==> config.mk <==
export PLATFORM = sky130hd
export DESIGN_NAME = riscv_i32_debug_fetch_sequencer
export DESIGN_NICKNAME = d
export VERILOG_FILES = /design/src/rtl/riscv_i32_debug_fetch_sequencer.sv
export SDC_FILE = /design/constraint.sdc
export NUM_CORES = 1
export LEC_CHECK = 0
export CAP_MARGIN = 20
export CORE_AREA = 2 2 102 104
export CTS_BUF_LIST = sky130_fd_sc_hd__clkbuf_4
export DETAILED_ROUTE_END_ITERATION = 12
export DIE_AREA = 0 0 104 106
export HOLD_SLACK_MARGIN = 0.08
export PLACE_DENSITY_LB_ADDON = 0.08
export SLEW_MARGIN = 20
export SYNTH_ARGS = -nofsm -noshare
export SYNTH_HDL_FRONTEND = slang
export SYNTH_SLANG_ARGS = --single-unit
==> constraint.sdc <==
create_clock -name clk -period 2.27 [get_ports clk]
set_input_delay 0.454 -clock clk [delete_from_list [all_inputs] [get_ports clk]]
set_output_delay 0.454 -clock clk [all_outputs]
set_load 0.1 [all_outputs]
==> src/rtl/riscv_i32_debug_fetch_sequencer.sv <==
// Debug fetch sequencer: sits between the pipeline fetch port and instruction memory,
// handling halt drain, debug instruction injection, retirement acks and dret restart.
module riscv_i32_debug_fetch_sequencer #(
  parameter logic [2:0] DEBUG_MODE = 3'b100
) (
  input  logic        clk,
  input  logic        reset,
  input  logic        pipeline_ifetch_req__valid,
  input  logic [31:0] pipeline_ifetch_req__address,
  input  logic        pipeline_ifetch_req__sequential,
  input  logic [2:0]  pipeline_ifetch_req__mode,
  input  logic        pipeline_ifetch_req__flush,
  output logic        ifetch_req__valid,
  output logic [31:0] ifetch_req__address,
  output logic        ifetch_req__sequential,
  output logic [2:0]  ifetch_req__mode,
  output logic        ifetch_req__flush,
  input  logic        ifetch_resp__valid,
  input  logic        ifetch_resp__debug,
  input  logic [31:0] ifetch_resp__data,
  input  logic [2:0]  ifetch_resp__mode,
  input  logic        ifetch_resp__error,
  input  logic [1:0]  ifetch_resp__tag,
  output logic        pipeline_ifetch_resp__valid,
  output logic        pipeline_ifetch_resp__debug,
  output logic [31:0] pipeline_ifetch_resp__data,
  output logic [2:0]  pipeline_ifetch_resp__mode,
  output logic        pipeline_ifetch_resp__error,
  output logic [1:0]  pipeline_ifetch_resp__tag,
  input  logic        debug_control__valid,
  input  logic        debug_control__kill_fetch,
  input  logic        debug_control__halt_request,
  input  logic        debug_control__fetch_dret,
  input  logic [31:0] debug_control__data,
  output logic        debug_response__valid,
  output logic        debug_response__kill_fetch,
  output logic        debug_response__halt_request,
  output logic        debug_response__fetch_dret,
  output logic [31:0] debug_response__data,
  input  logic        pipeline_trace__instr_valid,
  input  logic        pipeline_trace__rfw_data_valid,
  input  logic [31:0] pipeline_trace__rfw_data,
  input  logic        pipeline_trace__trap
);

  typedef enum logic [2:0] {
    ST_RUNNING      = 3'd0,
    ST_HALT_PENDING = 3'd1,
    ST_HALTED       = 3'd2,
    ST_ISSUE_WAIT   = 3'd3,
    ST_EXECUTE      = 3'd4,
    ST_RESUME       = 3'd5
  } state_t;

  state_t      state_r, state_s;
  logic        outstanding_r, outstanding_s;
  logic [31:0] instr_r, instr_s;
  logic        kill_supp_r, kill_supp_s;
  logic        inject_r, inject_s;
  logic        cmd_kill_s, cmd_halt_s, supp_active_s, drained_s;
  logic        rsp_valid_s, rsp_kill_s, rsp_halt_s, rsp_dret_s, rsp_exec_s;
  logic [31:0] rsp_data_s;

  assign cmd_kill_s = debug_control__valid & debug_control__kill_fetch &
                      ((state_r == ST_RUNNING) | (state_r == ST_HALT_PENDING));
  assign cmd_halt_s = debug_control__valid & debug_control__halt_request &
                      (state_r == ST_RUNNING);
  assign supp_active_s = kill_supp_r | cmd_kill_s;
  // Valid only on paths where no new memory request is issued this cycle.
  assign drained_s = ~outstanding_r | ifetch_resp__valid | cmd_kill_s;

  // Next-state, fetch-path muxing and debug acknowledge generation.
  always_comb begin
    state_s                     = state_r;
    instr_s                     = instr_r;
    inject_s                    = inject_r;
    kill_supp_s                 = kill_supp_r;
    outstanding_s               = outstanding_r;
    ifetch_req__valid           = 1'b0;
    ifetch_req__address         = pipeline_ifetch_req__address;
    ifetch_req__sequential      = pipeline_ifetch_req__sequential;
    ifetch_req__mode            = pipeline_ifetch_req__mode;
    ifetch_req__flush           = pipeline_ifetch_req__flush;
    pipeline_ifetch_resp__valid = 1'b0;
    pipeline_ifetch_resp__debug = ifetch_resp__debug;
    pipeline_ifetch_resp__data  = ifetch_resp__data;
    pipeline_ifetch_resp__mode  = ifetch_resp__mode;
    pipeline_ifetch_resp__error = ifetch_resp__error;
    pipeline_ifetch_resp__tag   = ifetch_resp__tag;
    rsp_kill_s                  = 1'b0;
    rsp_halt_s                  = 1'b0;
    rsp_dret_s                  = 1'b0;
    rsp_exec_s                  = 1'b0;
    rsp_data_s                  = 32'd0;

    case (state_r)
      ST_RUNNING: begin
        ifetch_req__valid = pipeline_ifetch_req__valid & ~cmd_kill_s & ~cmd_halt_s;
        pipeline_ifetch_resp__valid = ifetch_resp__valid & ~supp_active_s;
        if (cmd_halt_s) begin
          state_s    = drained_s ? ST_HALTED : ST_HALT_PENDING;
          rsp_halt_s = drained_s;
        end else begin
          state_s = state_r;
        end
      end
      ST_HALT_PENDING: begin
        pipeline_ifetch_resp__valid = ifetch_resp__valid & ~supp_active_s;
        if (drained_s) begin
          state_s    = ST_HALTED;
          rsp_halt_s = 1'b1;
        end else begin
          state_s = state_r;
        end
      end
      ST_HALTED: begin
        // halt_request outranks dret; any flag set means the word is not an instruction.
        if (debug_control__valid & ~debug_control__halt_request & debug_control__fetch_dret) begin
          state_s = ST_RESUME;
        end else if (debug_control__valid & ~debug_control__halt_request &
                     ~debug_control__fetch_dret & ~debug_control__kill_fetch) begin
          instr_s = debug_control__data;
          state_s = ST_ISSUE_WAIT;
        end else begin
          state_s = state_r;
        end
      end
      ST_ISSUE_WAIT: begin
        if (inject_r) begin
          pipeline_ifetch_resp__valid = 1'b1;
          pipeline_ifetch_resp__debug = 1'b1;
          pipeline_ifetch_resp__data  = instr_r;
          pipeline_ifetch_resp__mode  = DEBUG_MODE;
          pipeline_ifetch_resp__error = 1'b0;
          pipeline_ifetch_resp__tag   = 2'd0;
          inject_s = 1'b0;
          state_s  = ST_EXECUTE;
        end else if (pipeline_ifetch_req__valid) begin
          inject_s = 1'b1;
        end else begin
          inject_s = 1'b0;
        end
      end
      ST_EXECUTE: begin
        if (pipeline_trace__instr_valid | pipeline_trace__trap) begin
          state_s    = ST_HALTED;
          rsp_exec_s = 1'b1;
          rsp_kill_s = pipeline_trace__trap;
          rsp_data_s = pipeline_trace__rfw_data_valid ? pipeline_trace__rfw_data : 32'd0;
        end else begin
          state_s = state_r;
        end
      end
      ST_RESUME: begin
        ifetch_req__valid = pipeline_ifetch_req__valid;
        ifetch_req__flush = 1'b1;
        if (pipeline_ifetch_req__valid) begin
          state_s    = ST_RUNNING;
          rsp_dret_s = 1'b1;
        end else begin
          state_s = state_r;
        end
      end
      default: begin
        state_s = ST_RUNNING;
      end
    endcase

    // A response arriving with the kill is itself the suppressed one.
    if (cmd_kill_s) begin
      rsp_kill_s  = 1'b1;
      kill_supp_s = ~ifetch_resp__valid;
    end else if (ifetch_resp__valid) begin
      kill_supp_s = 1'b0;
    end else begin
      kill_supp_s = kill_supp_r;
    end

    if (cmd_kill_s) begin
      outstanding_s = 1'b0;
    end else if (ifetch_req__valid) begin
      outstanding_s = 1'b1;
    end else if (ifetch_resp__valid) begin
      outstanding_s = 1'b0;
    end else begin
      outstanding_s = outstanding_r;
    end

    rsp_valid_s = rsp_exec_s | rsp_kill_s | rsp_halt_s | rsp_dret_s;
  end

  // State, tracking flags and registered debug acknowledge.
  always_ff @(posedge clk) begin
    if (reset) begin
      state_r                      <= ST_RUNNING;
      outstanding_r                <= 1'b0;
      instr_r                      <= 32'd0;
      kill_supp_r                  <= 1'b0;
      inject_r                     <= 1'b0;
      debug_response__valid        <= 1'b0;
      debug_response__kill_fetch   <= 1'b0;
      debug_response__halt_request <= 1'b0;
      debug_response__fetch_dret   <= 1'b0;
      debug_response__data         <= 32'd0;
    end else begin
      state_r                      <= state_s;
      outstanding_r                <= outstanding_s;
      instr_r                      <= instr_s;
      kill_supp_r                  <= kill_supp_s;
      inject_r                     <= inject_s;
      debug_response__valid        <= rsp_valid_s;
      debug_response__kill_fetch   <= rsp_kill_s;
      debug_response__halt_request <= rsp_halt_s;
      debug_response__fetch_dret   <= rsp_dret_s;
      debug_response__data         <= rsp_data_s;
    end
  end

endmodule

==> metrics.txt, run 1 <==
result of the run=finished clean; worst path setup slack after routing=0.0649 ns; first-pass GRT wire length=14,400 microns; top flop regs=debug_response__data: 32 flops, instr_r: 32 flops, state_r: 3 flops; H-tree lvl count=3; area share of the largest cell type after synthesis=45.1%; required arrival time at the worst endpoint=1.82 ns; count of different cell masters after synthesis=39; routed via count divided by cell count=4.52; setup TNS=0 ns; Die Span X=104 microns; area of the mapped netlist=3290 sq um; overall routed net length=9600 microns; clk_skew=0.00875 ns; setup repair after global routing missed its margin=yes; dominant register cell in the synthesized netlist=sky130_fd_sc_hd__dfxtp_1; antenna violations before repair=0; sink of the worst hold path=instr_r[25]; Inst Count DP=648; CP max-delay cell=sky130_fd_sc_hd__mux2_2; capturing element type of the critical path=output port; total routing usage reported by global routing=16.3%; number of input and output port buffers inserted=192; Clk Latency, worst-skew pair=0.41 ns; list of most frequent post-synthesis cells=sky130_fd_sc_hd__dfxtp_1 (74), sky130_fd_sc_hd__nand2_1 (68), sky130_fd_sc_hd__a21oi_1 (40), sky130_fd_sc_hd__and2_1 (39), sky130_fd_sc_hd__buf_4 (36); Routed Antenna Nets=0; startpoint of the most critical hold path=instr_r[25]; CP Launch Type=flip-flop; Pleak=2.35 nW; Final Cycle Share=97.1%; warning count from the yosys run=0; Die Area=11,000 sq um; routability cong.=0.744; biggest area consumer among synthesized cells=sky130_fd_sc_hd__dfxtp_1; Worst path max stage delay=0.36 ns; post-layout power=3.15 mW; worst setup slack before clock tree synthesis=0.0267 ns; leading cell type by number of instances after synthesis=sky130_fd_sc_hd__dfxtp_1; final non-filler cell area=5790 sq um; Placeable Area=10000 sq um; number of clock buffers inserted by TritonCTS=9; path type of the worst min-delay path=flip-flop to flip-flop; DRC marker count from the first detailed-route iteration=89; number of stages on the worst hold path=2; via total after detailed routing=3,032; Syn Nets=517; router iterations before antenna repair=4; headroom to the max-slew limit=70.0%; share of synthesized flip-flops with an asynchronous set or reset=0%; Worst R2R Setup Slack=0.43 ns; area added between synthesis and finish=76.3%; worst reg2reg path startpoint=state_r[0]; VDD IR max=0.000300 V; DRC Markers=0; buffer depth of the longest clock path=2; count of final max-slew check failures=0; kind of critical path=flip-flop to output port; clock edge transition at the registers on the reported setup and hold paths=0.11 ns; initial cell density of the core=32.9%; data arrival time at the worst-slack endpoint=1.75 ns; max cap viols=0; number of flops mapped to enable cells by yosys=0; share of layout cells above drive strength 1=29.3%; total I/O pin count=265; TritonCTS clock tree=built; num rows=37; clock tree sinks=74; maximum operating frequency=453 MHz; global-route congestion overflow total=0; wire length per cell after detailed routing=14.3 microns; endpoint of the worst register-to-register path=instr_r[13]; ordered cell list for the critical path=and2_4 > nand2_8 > clkbuf_16 > mux2_2 > buf_12; Pwr Density=544 nW/um^2; number of antenna repair diodes=0; largest net degree at the start of global routing=33; biggest area contributors in the synthesized netlist=sky130_fd_sc_hd__dfxtp_1 (45%), sky130_fd_sc_hd__mux2_2 (11%), sky130_fd_sc_hd__buf_4 (8.2%); via count of the first global-routing pass=2,959; post-synthesis instance total=366; clock tree root buffer cell=sky130_fd_sc_hd__clkbuf_4; final hold violations=0; area after detailed placement=5470 sq um; final layout net count=682; Period minus WS final=2.21 ns; sequential fraction of the synthesis area=45.1%; Die Height=106 microns; Syn Area/Cell=8.98 sq um; Seq cells post-synth=74; final setup fails=0; post-detail-place hpwl=6780 microns; Worst Reg2Reg Path Length in Cells=6; actual slew at the worst max-slew pin=0.450 ns; critical path fanouts, max=8; count of non-filler cells in the finished layout=671
## repair_timing
action / CTS / global route
gates cloned: 1 / 4
setup endpoints to repair: 31 / 34
buffers inserted: 0 / 3
hold buffers: 0 / 0
resized for setup: 3 / 6
pin swaps: 1 / 1
## layout make-up
class,instances,area (sq um)
inverters,3,11.3
clock buffers,12,90.1
multi-input cells,231,1460
repair buffers,212,2510
clock inverters,3,65.1
flip-flops and latches,74,1480
fillers,913,4210
well taps,136,170
## worst max-delay path: cells and delay by family (launching register included)
kind / cells / cell delay [ns]
buffers and inverters: 2 / 0.34
multiplexers: 1 / 0.36
flip-flops: 1 / 0.33
AND/OR/NAND/NOR: 2 / 0.32
## layer usage
| layer | wire length, microns | GRT usage, % | vias to the layer above |
|---|---|---|---|
| met5 | 0 | 0 | - |
| met4 | 120 | 6.66 | 0 |
| met3 | 922 | 6.87 | 8 |
| met2 | 4500 | 26.6 | 156 |
| met1 | 4060 | 19.0 | 1370 |
| li1 | - | - | 1498 |
## cell usage in the layout (no fill, tap or decap), types with 3 or more instances in the layout
cell and count:
sky130_fd_sc_hd__inv_1 3, sky130_fd_sc_hd__a21oi_1 39, sky130_fd_sc_hd__dfxtp_1 72, sky130_fd_sc_hd__mux2_2 32, sky130_fd_sc_hd__clkdlybuf4s50_1 112, sky130_fd_sc_hd__nand2b_1 8
sky130_fd_sc_hd__buf_12 45, sky130_fd_sc_hd__nand2_1 67, sky130_fd_sc_hd__o21ai_0 4, sky130_fd_sc_hd__buf_4 48, sky130_fd_sc_hd__nor2_1 6, sky130_fd_sc_hd__clkbuf_16 3
sky130_fd_sc_hd__clkbuf_4 12, sky130_fd_sc_hd__and2_1 38
## power breakdown
| group | internal [mW] | switching [mW] | leakage [nW] |
|---|---|---|---|
| clock | 0.478 | 0.432 | 0.0874 |
| combinational | 0.414 | 0.503 | 1.67 |
| sequential | 1.32 | 0.00824 | 0.598 |
## how the worst max path moves through the flow
stage / startpoint / endpoint / slack, ns
after floorplan: state_r[2] / pipeline_ifetch_resp__valid / -0.26
after detailed placement: debug_control__valid / instr_r[6] / 0.03
after CTS: inject_r / pipeline_ifetch_resp__data[1] / -0.02
after global placement: debug_control__valid / instr_r[21] / 0.04
final: state_r[0] / pipeline_ifetch_resp__data[9] / 0.06
after global routing: state_r[1] / pipeline_ifetch_resp__data[11] / -0.04
## stage by stage
step                utilization (%)  hold WS (ns)
floorplan                         -         0.431
global placement               54.7         0.439
detailed placement             54.7         0.449
CTS                            56.6         0.445
global route                   57.9         0.475
finish                         57.9         0.459
## logic make-up after synthesis
group	share of synthesized area (%)
and+or+nand+nor	22.7
muxes	11.0
buffers and inverters	12.0
DFF	45.1
AOI/OAI and AO/OA	9.33
Power figures use the tool's default switching activity.
==> run 2, diff against run 1 <==
--- a/config.mk
+++ b/config.mk
@@ -6,10 +6,10 @@
 export NUM_CORES = 1
 export LEC_CHECK = 0
 export CAP_MARGIN = 20
-export CORE_AREA = 2 2 102 104
+export CORE_ASPECT_RATIO = 0.6
+export CORE_UTILIZATION = 34
 export CTS_BUF_LIST = sky130_fd_sc_hd__clkbuf_4
 export DETAILED_ROUTE_END_ITERATION = 12
-export DIE_AREA = 0 0 104 106
 export HOLD_SLACK_MARGIN = 0.08
 export PLACE_DENSITY_LB_ADDON = 0.08
 export SLEW_MARGIN = 20
==> run 2 against run 1 <==
Compared with the run above: global-route usage up 3.2 points; register-to-register slack worse by 0.04 ns; fmax shrank 0.92%; core utilization is 5.6 points higher; clock power decreased by 8.2%; clock skew rose by 0.0062 ns; sequential share of layout area decreased by 0.45 points; via count stayed put; hold slack better by 0.0072 ns; setup slack worse by 0.021 ns; final cell count decreased by 0.30%; sequential power about the same; critical path type unchanged; highest routed layer unchanged.
==> metrics.txt, run 2 (synthesis results as in run 1) <==
headroom to the max-slew limit=65.0% (-5.1 points); setup TNS=0 ns (unchanged); num rows=27 (-27%); buffer depth of the longest clock path=2 (unchanged); utilization of the core after routing=63.5% (+5.6 points); total routing usage reported by global routing=19.6% (+3.2 points); final hold violations=0 (unchanged); H-tree lvl count=3 (unchanged); worst path setup slack after routing=0.0443 ns (-0.0206 ns); wire length per cell after detailed routing=15.2 microns (+6.1%); global-route congestion overflow total=0 (unchanged); critical path fanouts, max=7 (-1); area of all sequential standard cells=1490 sq um (about the same); clock tree sinks=74 (unchanged); count of hold buffers inserted by post-cts repair=0 (unchanged); result of the run=finished clean; number of antenna repair diodes=0 (unchanged); number of clock buffers inserted by TritonCTS=9 (unchanged); Worst R2R Setup Slack=0.39 ns (-0.04 ns); Placeable Area=9290 sq um (-7.1%); Pleak=2.50 nW (+6.4%); maximum operating frequency=449 MHz (-0.92%); via count of the first global-routing pass=2,995 (+1.2%); kind of critical path=flip-flop to output port; path type of the worst min-delay path=flip-flop to flip-flop; initial cell density of the core=35.4% (+2.5 points); startpoint of the most critical hold path=instr_r[23]; top flop regs=debug_response__data: 32 flops, instr_r: 32 flops, state_r: 3 flops; VDD IR max=0.000278 V (-7.5%); routability cong.=0.808 (+8.6%); worst reg2reg path startpoint=state_r[0]; DRC marker count from the first detailed-route iteration=157 (+76%); DRC Markers=0 (unchanged); antenna violations before repair=0 (unchanged); Die Height=78.2 microns (-26%); data arrival time at the worst-slack endpoint=1.77 ns (+0.02 ns); CP Launch Type=flip-flop; area added between synthesis and finish=79.6%; count of final max-slew check failures=0 (unchanged); Period minus WS final=2.23 ns (+0.0206 ns); total I/O pin count=265 (unchanged); most frequent cells in the layout=sky130_fd_sc_hd__clkdlybuf4s50_1 (113), sky130_fd_sc_hd__dfxtp_1 (71), sky130_fd_sc_hd__nand2_1 (67); Clk Latency, worst-skew pair=0.42 ns (about the same); area of combinational cells with multiple inputs=1570 sq um (+7.2%); Final Cycle Share=98.0% (+0.91 points); post-detail-place hpwl=7270 microns (+7.2%); clock edge transition at the registers on the reported setup and hold paths=0.12 ns (about the same); most common cell after layout, fill and taps aside=sky130_fd_sc_hd__clkdlybuf4s50_1; setup repair after global routing missed its margin=yes; capturing element type of the critical path=output port; clock tree root buffer cell=sky130_fd_sc_hd__clkbuf_4; TritonCTS clock tree=built; router iterations before antenna repair=4 (unchanged); via total after detailed routing=3,032 (unchanged); Inst Count DP=645 (-0.46%); area after detailed placement=5500 sq um (+0.50%); minimum hold slack=0.466 ns (+0.00721 ns); max cap viols=0 (unchanged); number of input and output port buffers inserted=192 (unchanged); actual slew at the worst max-slew pin=0.525 ns (+0.0758 ns); worst setup slack before clock tree synthesis=0.00673 ns (-0.0199 ns); post-layout power=3.11 mW (-1.3%); clk_skew=0.0149 ns (+0.00617 ns); final layout net count=685 (+0.44%); final non-filler cell area=5900 sq um (+1.9%); Die Area=10,100 sq um (-8.6%); required arrival time at the worst endpoint=1.82 ns (about the same); first-pass GRT wire length=15,000 microns (+4.1%); count of non-filler cells in the finished layout=669 (-0.30%); largest net degree at the start of global routing=33 (unchanged); Die Span X=129 microns (+24%); overall routed net length=10,200 microns (+5.8%); Critical Path Source=inject_r; share of layout cells above drive strength 1=30.1% (+0.71 points); routed via count divided by cell count=4.53 (+0.30%); final setup fails=0 (unchanged); final-layout fill cell count=775 (-15%); Pwr Density=527 nW/um^2 (-3.1%); Routed Antenna Nets=0 (unchanged)
-- run 2: changes by cell type in the layout (fill, tap and decap cells not counted), sizes merged --
cell	before	now
clkinv	1	2
clkbuf	15	12
clkinvlp	0	2
inv	3	5
bufinv	2	1
buf	96	99
dlymetal6s2s	1	0
clkdlybuf4s50	112	113
-- run 2: routing by layer --
layer / vias to the layer above / GRT usage [%] / wire length, microns
li1: 1503 / - / -
met1: 1386 / 23.6 / 4540
met2: 121 / 31.6 / 4700
met3: 22 / 7.36 / 741
met4: 0 / 7.41 / 176
met5: - / 0 / 0
-- run 2: path summary, 6_finish.rpt --
| check | end | cells after the start |
|---|---|---|
| min reg2reg | instr_r[23] | 2 |
| max | pipeline_ifetch_resp__data[21] | 5 |
| min | instr_r[23] | 2 |
| max reg2reg | instr_r[15] | 6 |
-- run 2: what timing repair did --
item | in CTS | in global routing
endpoints found under the setup margin | 39 | 32
gates resized for setup | 3 | 35
cloned | 0 | 4
buffers inserted | 1 | 3
pin swaps | 1 | 1
-- run 2: layout make-up --
type                       instances  area share [%]
clock buffer                       9            1.14
tap                              130            2.76
multi-input combinational        231            26.5
timing repair buffer             215            42.9
clock inverter                     7            1.29
inverter                           3           0.191
sequential                        74            25.2
-- run 2: worst max-delay path, stage by stage, from the launching register on --
cell and delay (ns):
sky130_fd_sc_hd__dfxtp_2 0.36, sky130_fd_sc_hd__and2_4 0.16, sky130_fd_sc_hd__nand2_8 0.13, sky130_fd_sc_hd__clkbuf_16 0.18
sky130_fd_sc_hd__mux2_2 0.35, sky130_fd_sc_hd__buf_12 0.17
-- run 2: power breakdown --
| part | switching, mW | leakage (nW) | internal, mW |
|---|---|---|---|
| clock network | 0.492 | 0.0729 | 0.343 |
| registers | 0.00859 | 0.598 | 1.32 |
| logic | 0.517 | 1.83 | 0.435 |
